**config.mk**
```make
export PLATFORM = sky130hd
export DESIGN_NAME = wshb_stream_bridge_flat
export DESIGN_NICKNAME = d
export VERILOG_FILES = /design/src/rtl/wshb_bridge_pkg.sv /design/src/rtl/wshb_if.sv /design/src/rtl/wshb_stream_bridge_fifo.sv /design/src/rtl/wshb_stream_bridge.sv /design/src/flat_wrapper.sv
export SDC_FILE = /design/constraint.sdc
export NUM_CORES = 2
export LEC_CHECK = 0
export ABC_AREA = 0
export CAP_MARGIN = 20
export CORE_MARGIN = 2
export CORE_UTILIZATION = 65
export DETAILED_ROUTE_END_ITERATION = 10
export DONT_BUFFER_PORTS = 1
export GPL_TIMING_DRIVEN = 0
export PLACE_DENSITY = 0.81
export REMOVE_ABC_BUFFERS = 1
export SETUP_SLACK_MARGIN = 0.1
export SLEW_MARGIN = 20
export SYNTH_ARGS = -nofsm -noshare
export SYNTH_HDL_FRONTEND = slang
export SYNTH_SLANG_ARGS = --single-unit
```
**constraint.sdc**
```tcl
create_clock -name sys_clk -period 14.7 [get_ports sys_clk]
set_input_delay 2.94 -clock sys_clk [delete_from_list [all_inputs] [get_ports sys_clk]]
set_output_delay 2.94 -clock sys_clk [all_outputs]
set_load 0.02 [all_outputs]
```
**src/rtl/wshb_bridge_pkg.sv**
```systemverilog
// Shared types and constants for the Wishbone stream-to-SDRAM write-posting bridge.
package wshb_bridge_pkg;

    // Only classic single cycles are ever issued on the SDRAM side.
    localparam logic [2:0] CTI_CLASSIC = 3'b000;
    localparam logic [1:0] BTE_LINEAR  = 2'b00;

    // One posted write: translated address, data and byte lanes.
    typedef struct packed {
        logic [31:0] adr;
        logic [31:0] dat;
        logic [3:0]  sel;
    } fifo_entry_t;

    localparam int          ENTRY_W    = $bits(fifo_entry_t);
    localparam fifo_entry_t ENTRY_ZERO = '{adr: 32'h0000_0000, dat: 32'h0000_0000, sel: 4'h0};

    typedef enum logic [0:0] {
        IDLE  = 1'b0,
        WRITE = 1'b1
    } state_t;

    // Address translation into the SDRAM window; wraps modulo 2^32 by design.
    function automatic logic [31:0] offset_addr(input logic [31:0] adr, input logic [31:0] base);
        return adr + base;
    endfunction

endpackage

```
**src/rtl/wshb_if.sv**
```systemverilog
// Wishbone B4 bus bundle with initiator (master) and responder (slave) views.
interface wshb_if #(
    parameter int DATA_BYTES = 4
) ();
    logic                      cyc;
    logic                      stb;
    logic                      we;
    logic [31:0]               adr;
    logic [8*DATA_BYTES-1:0]   dat_ms;
    logic [8*DATA_BYTES-1:0]   dat_sm;
    logic [DATA_BYTES-1:0]     sel;
    logic [2:0]                cti;
    logic [1:0]                bte;
    logic                      ack;
    logic                      err;
    logic                      rty;

    modport master (
        output cyc, stb, we, adr, dat_ms, sel, cti, bte,
        input  dat_sm, ack, err, rty
    );

    modport slave (
        input  cyc, stb, we, adr, dat_ms, sel, cti, bte,
        output dat_sm, ack, err, rty
    );
endinterface

```
**src/rtl/wshb_stream_bridge_fifo.sv**
```systemverilog
// sync_fifo: single-clock show-ahead FIFO with async active-high reset.
// Besides the head it exposes the entry behind the head so a consumer can
// reload its output registers on the same edge that pops the head.
module sync_fifo #(
    parameter int WIDTH = 68,
    parameter int DEPTH = 16
) (
    input  logic                     clk,
    input  logic                     rst,
    input  logic                     push,
    input  logic                     pop,
    input  logic [WIDTH-1:0]         din,
    output logic                     full,
    output logic                     empty,
    output logic [$clog2(DEPTH):0]   count,
    output logic [WIDTH-1:0]         head,
    output logic [WIDTH-1:0]         head_next
);
    localparam int AW = $clog2(DEPTH);

    logic [WIDTH-1:0] mem_r [DEPTH];
    logic [AW-1:0]    wr_ptr_r;
    logic [AW-1:0]    rd_ptr_r;
    logic [AW:0]      count_r;
    logic             push_ok_s;
    logic             pop_ok_s;
    logic [AW-1:0]    rd_next_s;

    // Never overrun or underrun, whatever the caller requests.
    assign push_ok_s = push & ~full;
    assign pop_ok_s  = pop & ~empty;
    assign rd_next_s = rd_ptr_r + AW'(1);

    assign full      = (count_r == (AW+1)'(DEPTH));
    assign empty     = (count_r == (AW+1)'(0));
    assign count     = count_r;
    assign head      = mem_r[rd_ptr_r];
    assign head_next = mem_r[rd_next_s];

    // Storage array write port; contents need no reset, validity lives in count_r.
    always_ff @(posedge clk) begin
        if (push_ok_s) begin
            mem_r[wr_ptr_r] <= din;
        end
    end

    // Pointer and occupancy bookkeeping.
    always_ff @(posedge clk or posedge rst) begin
        if (rst) begin
            wr_ptr_r <= AW'(0);
            rd_ptr_r <= AW'(0);
            count_r  <= (AW+1)'(0);
        end else begin
            if (push_ok_s) begin
                wr_ptr_r <= wr_ptr_r + AW'(1);
            end
            if (pop_ok_s) begin
                rd_ptr_r <= rd_next_s;
            end
            case ({push_ok_s, pop_ok_s})
                2'b10:   count_r <= count_r + (AW+1)'(1);
                2'b01:   count_r <= count_r - (AW+1)'(1);
                default: count_r <= count_r;
            endcase
        end
    end
endmodule

```
**src/rtl/wshb_stream_bridge.sv**
```systemverilog
// wshb_stream_bridge: posts classic Wishbone writes from the stream bus into a
// FIFO and replays them, offset by BASE_ADDR, as initiator on the SDRAM bus.
// Optional statistics counters are built when WSHB_BRIDGE_STATS_EN is defined.
module wshb_stream_bridge
    import wshb_bridge_pkg::*;
#(
    parameter int          DEPTH     = 16,
    parameter logic [31:0] BASE_ADDR = 32'h0000_0000
) (
    input  logic                     sys_clk,
    input  logic                     sys_rst,
    wshb_if.slave                    wshb_ifs,
    wshb_if.master                   wshb_ifm,
    output logic [$clog2(DEPTH):0]   level,
    output logic [31:0]              stat_words,
    output logic [15:0]              stat_errs
);
    localparam int LVL_W = $clog2(DEPTH) + 1;

    logic                wr_req_s;
    logic                rd_req_s;
    logic                push_s;
    logic                pop_s;
    logic                resp_s;
    logic                more_s;
    logic                full_s;
    logic                empty_s;
    logic [LVL_W-1:0]    count_s;
    fifo_entry_t         push_entry_s;
    fifo_entry_t         head_s;
    fifo_entry_t         head_next_s;

    state_t              state_r;
    state_t              state_nxt_s;
    fifo_entry_t         out_r;
    fifo_entry_t         out_nxt_s;
    logic                cyc_r;
    logic                cyc_nxt_s;
    logic                unused_s;

    // Responder decode: writes are accepted while not full (registered count),
    // reads are refused with err and never enqueued.
    assign wr_req_s        = wshb_ifs.cyc & wshb_ifs.stb & wshb_ifs.we;
    assign rd_req_s        = wshb_ifs.cyc & wshb_ifs.stb & ~wshb_ifs.we;
    assign push_s          = wr_req_s & ~full_s;
    assign wshb_ifs.ack    = push_s;
    assign wshb_ifs.err    = rd_req_s;
    assign wshb_ifs.rty    = 1'b0;
    assign wshb_ifs.dat_sm = 32'h0000_0000;

    assign push_entry_s = '{adr: offset_addr(wshb_ifs.adr, BASE_ADDR),
                            dat: wshb_ifs.dat_ms,
                            sel: wshb_ifs.sel};

    // rty is deliberately not a completion: the entry stays and is re-presented.
    assign resp_s = (state_r == WRITE) & (wshb_ifm.ack | wshb_ifm.err);
    assign pop_s  = resp_s;
    assign more_s = (count_s > LVL_W'(1));

    sync_fifo #(
        .WIDTH (ENTRY_W),
        .DEPTH (DEPTH)
    ) u_fifo (
        .clk       (sys_clk),
        .rst       (sys_rst),
        .push      (push_s),
        .pop       (pop_s),
        .din       (push_entry_s),
        .full      (full_s),
        .empty     (empty_s),
        .count     (count_s),
        .head      (head_s),
        .head_next (head_next_s)
    );

    assign level = count_s;

    // FSM state register.
    always_ff @(posedge sys_clk or posedge sys_rst) begin
        if (sys_rst) begin
            state_r <= IDLE;
        end else begin
            state_r <= state_nxt_s;
        end
    end

    // FSM next-state: stay in WRITE while something remains after the pop.
    always_comb begin
        state_nxt_s = state_r;
        case (state_r)
            IDLE: begin
                if (!empty_s) begin
                    state_nxt_s = WRITE;
                end else begin
                    state_nxt_s = IDLE;
                end
            end
            WRITE: begin
                if (resp_s) begin
                    if (more_s || push_s) begin
                        state_nxt_s = WRITE;
                    end else begin
                        state_nxt_s = IDLE;
                    end
                end else begin
                    state_nxt_s = WRITE;
                end
            end
            default: state_nxt_s = IDLE;
        endcase
    end

    // FSM outputs: pick the entry to present next cycle. After a pop the new
    // head is either the entry behind the old head or, if the FIFO held only
    // one entry, the write being accepted on this same edge.
    always_comb begin
        out_nxt_s = out_r;
        cyc_nxt_s = cyc_r;
        case (state_r)
            IDLE: begin
                if (!empty_s) begin
                    out_nxt_s = head_s;
                    cyc_nxt_s = 1'b1;
                end else begin
                    out_nxt_s = ENTRY_ZERO;
                    cyc_nxt_s = 1'b0;
                end
            end
            WRITE: begin
                if (resp_s) begin
                    if (more_s) begin
                        out_nxt_s = head_next_s;
                        cyc_nxt_s = 1'b1;
                    end else if (push_s) begin
                        out_nxt_s = push_entry_s;
                        cyc_nxt_s = 1'b1;
                    end else begin
                        out_nxt_s = ENTRY_ZERO;
                        cyc_nxt_s = 1'b0;
                    end
                end else begin
                    out_nxt_s = out_r;
                    cyc_nxt_s = 1'b1;
                end
            end
            default: begin
                out_nxt_s = ENTRY_ZERO;
                cyc_nxt_s = 1'b0;
            end
        endcase
    end

    // Initiator output registers; reset drops cyc/stb immediately.
    always_ff @(posedge sys_clk or posedge sys_rst) begin
        if (sys_rst) begin
            out_r <= ENTRY_ZERO;
            cyc_r <= 1'b0;
        end else begin
            out_r <= out_nxt_s;
            cyc_r <= cyc_nxt_s;
        end
    end

    assign wshb_ifm.cyc    = cyc_r;
    assign wshb_ifm.stb    = cyc_r;
    assign wshb_ifm.we     = cyc_r;
    assign wshb_ifm.adr    = out_r.adr;
    assign wshb_ifm.dat_ms = out_r.dat;
    assign wshb_ifm.sel    = out_r.sel;
    assign wshb_ifm.cti    = CTI_CLASSIC;
    assign wshb_ifm.bte    = BTE_LINEAR;

`ifdef WSHB_BRIDGE_STATS_EN
    logic [31:0] words_r;
    logic [15:0] errs_r;

    // Completion and error counters; both wrap silently.
    always_ff @(posedge sys_clk or posedge sys_rst) begin
        if (sys_rst) begin
            words_r <= 32'h0000_0000;
            errs_r  <= 16'h0000;
        end else begin
            if ((state_r == WRITE) && wshb_ifm.ack) begin
                words_r <= words_r + 32'd1;
            end
            if ((state_r == WRITE) && wshb_ifm.err) begin
                errs_r <= errs_r + 16'd1;
            end
        end
    end

    assign stat_words = words_r;
    assign stat_errs  = errs_r;
`else
    assign stat_words = 32'h0000_0000;
    assign stat_errs  = 16'h0000;
`endif

    // Bus fields this bridge has no use for (read data, retry, burst hints).
    assign unused_s = ^{wshb_ifm.dat_sm, wshb_ifm.rty, wshb_ifs.cti, wshb_ifs.bte};

endmodule

```
**src/flat_wrapper.sv**
```systemverilog
// flat-port wrapper written by rule: the top's interface ports become plain ports
module wshb_stream_bridge_flat import wshb_bridge_pkg::*;
#(
    parameter int          DEPTH     = 16,
    parameter logic [31:0] BASE_ADDR = 32'h0000_0000
)
  (sys_clk, sys_rst, level, stat_words, stat_errs, wshb_ifs_cyc, wshb_ifs_stb, wshb_ifs_we, wshb_ifs_adr, wshb_ifs_dat_ms, wshb_ifs_sel, wshb_ifs_cti, wshb_ifs_bte, wshb_ifs_dat_sm, wshb_ifs_ack, wshb_ifs_err, wshb_ifs_rty, wshb_ifm_cyc, wshb_ifm_stb, wshb_ifm_we, wshb_ifm_adr, wshb_ifm_dat_ms, wshb_ifm_sel, wshb_ifm_cti, wshb_ifm_bte, wshb_ifm_dat_sm, wshb_ifm_ack, wshb_ifm_err, wshb_ifm_rty);
  wshb_if #(.DATA_BYTES(4)) wshb_ifs_i ();
  wshb_if #(.DATA_BYTES(4)) wshb_ifm_i ();
  input  logic sys_clk;
  input  logic sys_rst;
  output logic [$clog2(DEPTH):0] level;
  output logic [31:0] stat_words;
  output logic [15:0] stat_errs;
  input wire logic [$bits(wshb_ifs_i.cyc)-1:0] wshb_ifs_cyc;
  input wire logic [$bits(wshb_ifs_i.stb)-1:0] wshb_ifs_stb;
  input wire logic [$bits(wshb_ifs_i.we)-1:0] wshb_ifs_we;
  input wire logic [$bits(wshb_ifs_i.adr)-1:0] wshb_ifs_adr;
  input wire logic [$bits(wshb_ifs_i.dat_ms)-1:0] wshb_ifs_dat_ms;
  input wire logic [$bits(wshb_ifs_i.sel)-1:0] wshb_ifs_sel;
  input wire logic [$bits(wshb_ifs_i.cti)-1:0] wshb_ifs_cti;
  input wire logic [$bits(wshb_ifs_i.bte)-1:0] wshb_ifs_bte;
  output wire logic [$bits(wshb_ifs_i.dat_sm)-1:0] wshb_ifs_dat_sm;
  output wire logic [$bits(wshb_ifs_i.ack)-1:0] wshb_ifs_ack;
  output wire logic [$bits(wshb_ifs_i.err)-1:0] wshb_ifs_err;
  output wire logic [$bits(wshb_ifs_i.rty)-1:0] wshb_ifs_rty;
  output wire logic [$bits(wshb_ifm_i.cyc)-1:0] wshb_ifm_cyc;
  output wire logic [$bits(wshb_ifm_i.stb)-1:0] wshb_ifm_stb;
  output wire logic [$bits(wshb_ifm_i.we)-1:0] wshb_ifm_we;
  output wire logic [$bits(wshb_ifm_i.adr)-1:0] wshb_ifm_adr;
  output wire logic [$bits(wshb_ifm_i.dat_ms)-1:0] wshb_ifm_dat_ms;
  output wire logic [$bits(wshb_ifm_i.sel)-1:0] wshb_ifm_sel;
  output wire logic [$bits(wshb_ifm_i.cti)-1:0] wshb_ifm_cti;
  output wire logic [$bits(wshb_ifm_i.bte)-1:0] wshb_ifm_bte;
  input wire logic [$bits(wshb_ifm_i.dat_sm)-1:0] wshb_ifm_dat_sm;
  input wire logic [$bits(wshb_ifm_i.ack)-1:0] wshb_ifm_ack;
  input wire logic [$bits(wshb_ifm_i.err)-1:0] wshb_ifm_err;
  input wire logic [$bits(wshb_ifm_i.rty)-1:0] wshb_ifm_rty;
  assign wshb_ifs_i.cyc = wshb_ifs_cyc;
  assign wshb_ifs_i.stb = wshb_ifs_stb;
  assign wshb_ifs_i.we = wshb_ifs_we;
  assign wshb_ifs_i.adr = wshb_ifs_adr;
  assign wshb_ifs_i.dat_ms = wshb_ifs_dat_ms;
  assign wshb_ifs_i.sel = wshb_ifs_sel;
  assign wshb_ifs_i.cti = wshb_ifs_cti;
  assign wshb_ifs_i.bte = wshb_ifs_bte;
  assign wshb_ifs_dat_sm = wshb_ifs_i.dat_sm;
  assign wshb_ifs_ack = wshb_ifs_i.ack;
  assign wshb_ifs_err = wshb_ifs_i.err;
  assign wshb_ifs_rty = wshb_ifs_i.rty;
  assign wshb_ifm_cyc = wshb_ifm_i.cyc;
  assign wshb_ifm_stb = wshb_ifm_i.stb;
  assign wshb_ifm_we = wshb_ifm_i.we;
  assign wshb_ifm_adr = wshb_ifm_i.adr;
  assign wshb_ifm_dat_ms = wshb_ifm_i.dat_ms;
  assign wshb_ifm_sel = wshb_ifm_i.sel;
  assign wshb_ifm_cti = wshb_ifm_i.cti;
  assign wshb_ifm_bte = wshb_ifm_i.bte;
  assign wshb_ifm_i.dat_sm = wshb_ifm_dat_sm;
  assign wshb_ifm_i.ack = wshb_ifm_ack;
  assign wshb_ifm_i.err = wshb_ifm_err;
  assign wshb_ifm_i.rty = wshb_ifm_rty;
  wshb_stream_bridge #(.DEPTH(DEPTH), .BASE_ADDR(BASE_ADDR)) u_core (.sys_clk(sys_clk), .sys_rst(sys_rst), .wshb_ifs(wshb_ifs_i), .wshb_ifm(wshb_ifm_i), .level(level), .stat_words(stat_words), .stat_errs(stat_errs));
endmodule
```
# Word level (Yosys, flattened, before mapping)
# Memories as Yosys holds them, arrays and structs flattened.
# Cells that the tools add are included.
word_totals:
  ff_bits: 83
  ramBits: 1088
  output_inout_bits: 164
  n_memories: 1
  word_cells: 49
  input_bits: 113
classes:
  bitwise: 12
  add_sub_neg: 4
  magnitude_cmp: 1
  reduce_logical: 3
  mux: 16
  eq_ne: 4
memory_table:
  columns: ["name", "depth", "width", "rd", "rd_ports_with_merged_regs", "write_ports", "line", "rtl"]
  rows:
  - ["u_core.u_fifo.mem_r", 16, 68, 2, 0, 1, "wshb_stream_bridge_fifo.sv:21", "logic [WIDTH-1:0] mem_r [DEPTH];"]
ops:
  columns: ["cell", "count"]
  rows:
  - ["$mux 68", 4]
  - ["$pmux 68 s2", 1]
  - ["$pmux 5 s2", 1]
  - ["$add 4x1->4 const B", 2]
  - ["$mux 1", 8]
  - ["$and 1x1->1", 7]
  - ["$add 5x1->5 const B", 1]
  - ["$eq 5x5->1 const B", 1]
  - ["$gt 5x1->1 const B", 1]
  - ["$logic_not 5->1", 1]
  - ["$sub 5x1->5 const B", 1]
  - ["$not 1->1", 4]
  - ["$pmux 1 s2", 2]
  - ["$eq 2x1->1 const B", 1]
  - ["$eq 2x2->1 const B", 1]
  - ["$ne 2x2->1 const B", 1]
  - ["$reduce_bool 2->1", 1]
  - ["$logic_or 1x1->1", 1]
  - ["$or 1x1->1", 1]

# Longest topological paths before layout
logic_depth:
  ltp_word: 7
  depth_mapped: 10

# By module
# Synthesis repeated with hierarchy kept, for this count alone.
unflattened:
  hier_cells: 3268
  hier_area_um2: 55396.9
by_module_without_submodules:
  columns: ["mod", "instances", "cells_per_inst", "area_each_um2", "seq_area_each_um2"]
  rows:
  - ["sync_fifo", 1, 2624, 50350.8, 32996.6]
  - ["wshb_stream_bridge", 1, 644, 5046.1, 1726.7]

# Worst setup path after synthesis
# No wires, ideal clock.
synth_path:
  path_type: "in2reg"
  start: "in wshb_ifs_we"
  end: "mem u_core.u_fifo.mem_r[0][0], enable pin"
  required_time_ps: 14123
  arrival_ps: 8450
  n_path_buf: 1
  stages: 5
  setup_slack_ps: 5672
  cell_sequence: "nand3_1 > a31oi_1 > clkbuf_1 > nand2_1 > nor3_1"
synth_via:
  elab_chain_len: 5
synth_rtl:
  columns: ["item", "line", "rtl"]
  rows:
  - ["start, declared", "flat_wrapper.sv:17", "input wire logic [$bits(wshb_ifs_i.we)-1:0] wshb_ifs_we;"]
  - ["$and 1x1->1", "wshb_stream_bridge.sv:43", "assign wr_req_s = wshb_ifs.cyc & wshb_ifs.stb & wshb_ifs.we;"]
  - ["$and 1x1->1", "wshb_stream_bridge.sv:45", "assign push_s = wr_req_s & ~full_s;"]
  - ["named net wshb_ifs_ack", "flat_wrapper.sv:24", "output wire logic [$bits(wshb_ifs_i.ack)-1:0] wshb_ifs_ack;"]
  - ["$and 1x1->1", "wshb_stream_bridge_fifo.sv:30", "assign push_ok_s = push & ~full;"]
  - ["$mux 1", "wshb_stream_bridge_fifo.sv:42", "if (push_ok_s) begin"]
  - ["$mux 1 (not written as such)", "wshb_stream_bridge_fifo.sv:43", "mem_r[wr_ptr_r] <= din;"]
  - ["end, declared", "wshb_stream_bridge_fifo.sv:21", null]
# The timed path passes the listed nets, and every way through them passes these cells.

# Final worst setup path
layout_path:
  start: "in wshb_ifs_we"
  end: "out wshb_ifs_ack"
layout_via:
  elab_chain_len: 2
layout_rtl:
  columns: ["item", "line"]
  rows:
  - ["$and 1x1->1", "wshb_stream_bridge.sv:43"]
  - ["$and 1x1->1", "wshb_stream_bridge.sv:45"]
  - ["end, declared", "flat_wrapper.sv:24"]
# No other way between the ends.

==> reports/qor.csv <==
stage,metric,value,unit
outcome,status,"complete, no violations",
clocking,cts-hold-fix-buffers,0,
pwr,p_sw_share,34.0,%
setup_path,crit_type,primary input to primary output,
layout,drive_gt1_share,32.2,%
clocking,clkLatencyLatePin,0.69,ns
setup_path,r2r_start,u_core.u_fifo.rd_ptr_r[0],
clocking,postCtsResizedCells,0,
clocking,cts_buffer_depth,3,
synthesis,async_flop_share,7.01,%
clocking,cts_buffers,115,
hold_path,holdCritStartpoint,u_core.u_fifo.wr_ptr_r[0],
clocking,clkTransAtPathRegs,0.06,ns
placement,portBuffers,0,
synthesis,ys_seq_area_share,62.6,%
global_route,antenna_found_initial,0,
layout,fill_cells,4437,
placement,finalWeightedCongestion,0.726,
pwr,p_per_area,208,mW/mm²
timing,finalCritPeriodShare,45.5,%
synthesis,synth-main-ff-cell,edfxtp_1,
pwr,peakVddDrop,0.198,mV
synthesis,ys_ff_latch,1170,
setup_path,regToRegSetupSlack,10.39,ns
setup_path,cp_num_buf_inv,0,
pwr,p_sw,4460,µW
layout,nets,3070,
clocking,cts_root_buf,clkbuf_16,
pwr,power_frac_seq,32.3,%
clocking,cts_tree,built,
floorplan,fp.dieW,296,µm
clocking,post_cts_buffers,0,
setup_path,required,11.76,ns
routing,dr.pass1.iters,8,
routing,routed_wl,158,mm
setup_path,rr_worst_depth,10,
layout,area_delta_synth_final,13.5,%
floorplan,row_count,107,
synthesis,syn_area,0.0555,mm²
placement,place_ws,8.03,ns
timing,hold_viol,0,
synthesis,synth_edf_count,1088,
floorplan,start_util,65.3,%
setup_path,cp_slowest_stage_delay,0.71,ns
routing,wl_per_cell,37.6,µm
timing,rsz0062_at_grt,no,
routing,vias,32900,
timing,setup_slack,8.02,ns
global_route,grt_max_degree,58,
timing,tightest_slew,0.943,ns
placement,dpl.cell_count,3974,
routing,ant_nets,0,
pwr,power.internal,8650,µW
setup_path,critPathMaxFanout,12,
pwr,p_clk_share,23.2,%
synthesis,yosysUniqueCellTypes,46,
floorplan,io_pins,277,
global_route,grt_pass1_vias,33900,
hold_path,hp-class,register to register,
setup_path,reg2reg_to,u_core.wshb_ifm.dat_ms[18],
synthesis,synth_cells,2888,
global_route,grt_pass1_wl,227,mm
layout,fin_cells,4190,
placement,hpwlAfterDp,98.1,mm
timing,setup_violations,0,
floorplan,dieArea,0.0877,mm²
hold_path,whs_endpoint,u_core.u_fifo.wr_ptr_r[3],
global_route,track_usage,36.4,%
setup_path,start_kind,primary input,
timing,timing.setup.tns,0,ns
synthesis,synth.avg_cell_area,19.2,µm²
global_route,grt_overflow_total,0,
layout,regArea,0.0347,mm²
setup_path,worstPathArrival,3.74,ns
run,drv_cap,0,
routing,drc_errors,0,
layout,antennaDiodeCount,0,
pwr,power_frac_comb,44.4,%
hold_path,holdPathStages,2,
timing,drv_slew,0,
layout,final_cell_mix,"1088 x edfxtp_1, 544 x mux4_2, 137 x nor2b_1, 137 x mux2i_1, 136 x o22ai_1",
timing,layout_min_cycle_time,6.68,ns
timing,slew_headroom,36.8,%
floorplan,die_h,296,µm
setup_path,end_kind,primary output,
layout,final_common_cell,edfxtp_1,
synthesis,yosysWarnings,0,
routing,viasPerCell,7.85,
clocking,htreeDepth,3,
floorplan,core,0.0849,mm²
setup_path,crit_chain,nand3_1 -> a31oi_2,
clocking,cts.sinks,1170,
timing,clock_skew,0.0280,ns
routing,drtIter0Drc,5454,
setup_path,cp_top_family,compound AO/OA/AOI/OAI gates,
pwr,leakagePower,0.0205,µW
layout,multiInputGateArea,0.0192,mm²
timing,fmax,150,MHz
setup_path,crit_slowest_cell,a31oi_2,
## state kept, by name, indices dropped and copies added, names as in the netlist
| name | flops |
|---|---|
| u_core.wshb_ifm.dat_ms | 32 |
| u_core.wshb_ifm.sel | 4 |
| u_core.u_fifo.rd_ptr_r | 4 |
| u_core.wshb_ifm.cyc | 1 |
| u_core.u_fifo.mem_r | 1088 |
| u_core.wshb_ifm.adr | 32 |
| u_core.u_fifo.wr_ptr_r | 4 |
| u_core.u_fifo.count | 5 |
## how the worst max path moves through the flow
stage          cells past startpoint                      start                          to
3_5_place_dp                       2                wshb_ifs_we                wshb_ifs_ack
3_3_place_gp                       5  u_core.u_fifo.rd_ptr_r[0]  u_core.wshb_ifm.dat_ms[18]
2_1_floorplan                      5  u_core.u_fifo.rd_ptr_r[0]     u_core.wshb_ifm.adr[10]
5_1_grt                            2                wshb_ifs_we                wshb_ifs_ack
6_report                           2                wshb_ifs_we                wshb_ifs_ack
4_1_cts                            2                wshb_ifs_we                wshb_ifs_ack
## worst min-delay path, stage by stage (launching register included)
cell	delay (ns)
dfrtp_1	0.42
nand4_1	0.12
xnor2_1	0.07
## layout make-up
cell class,count,share of cell area [%]
flip-flops and latches,1170,55.2
inverters,6,0.0477
multi-input cells,1471,30.6
clock buffers,138,4.94
well taps,1144,2.27
repair buffers,183,5.72
clock inverters,78,1.24
## power by group through the flow
stage | combinational [µW] | sequential (µW) | clock [µW]
2_1_floorplan | 5890 | 4570 | 0
3_3_place_gp | 6350 | 4820 | 0
3_5_place_dp | 5710 | 4300 | 0
4_1_cts | 5810 | 4230 | 3050
5_1_grt | 6110 | 4250 | 3170
6_report | 5820 | 4240 | 3050
## cells in the mapped netlist, types with 2 or more instances
library cell | n | area (µm²)
nand3b_1 | 2 | 15.0
nand2b_1 | 2 | 12.5
nor3_1 | 7 | 35.0
a21boi_1 | 26 | 195
nand2_1 | 10 | 37.5
o21ai_0 | 3 | 15.0
a21boi_0 | 111 | 833
a211oi_1 | 68 | 510
mux4_2 | 544 | 12300
o22ai_1 | 136 | 851
buf_4 | 122 | 916
xnor2_1 | 6 | 52.6
nor2_1 | 21 | 78.8
mux2i_1 | 137 | 1370
clkbuf_1 | 73 | 274
edfxtp_1 | 1088 | 32700
nand3_1 | 3 | 15.0
o41ai_1 | 31 | 272
o41ai_2 | 37 | 602
nor2b_1 | 138 | 863
buf_6 | 26 | 293
dfrtp_1 | 82 | 2050
inv_1 | 6 | 22.5
buf_1 | 4 | 15.0
ha_1 | 10 | 125
a21oi_1 | 70 | 350
buf_2 | 101 | 505
xor2_1 | 5 | 43.8
o21ai_1 | 2 | 10.0
## kinds of logic (layout without fill, tap and decap cells)
group	count (synthesis)	in the layout	synth area share, %
other	1	86	0.00676
flip-flops	1170	1170	62.6
XOR/XNOR	11	11	0.174
adder cells (fa/ha/maj)	10	10	0.226
buffers and inverters	332	405	3.65
AND/OR/NAND/NOR	192	192	2.07
multiplexers	682	682	24.6
AO/OA/AOI/OAI	490	490	6.69
## through the flow
step	utilization, %	hold slack (ns)	area, µm²	total power (µW)
2_1_floorplan	-	0.556	53800	10500
3_3_place_gp	65.0	0.579	55200	11200
3_5_place_dp	69.6	0.647	59000	10000
4_1_cts	74.1	0.647	62900	13100
5_1_grt	74.1	0.684	62900	13500
6_report	74.1	0.646	62900	13100
## per-layer routing
layer  track usage (%)  up-vias  part of all wire, %
met2              56.1     3112                   47
met3              11.4      622                   15
met1              47.7    16900                   33
met4              17.8        0                  5.2
li1                  -    12300                    -
met5                 0        -                    0
Note: power is estimated with default switching activity, not from simulation.
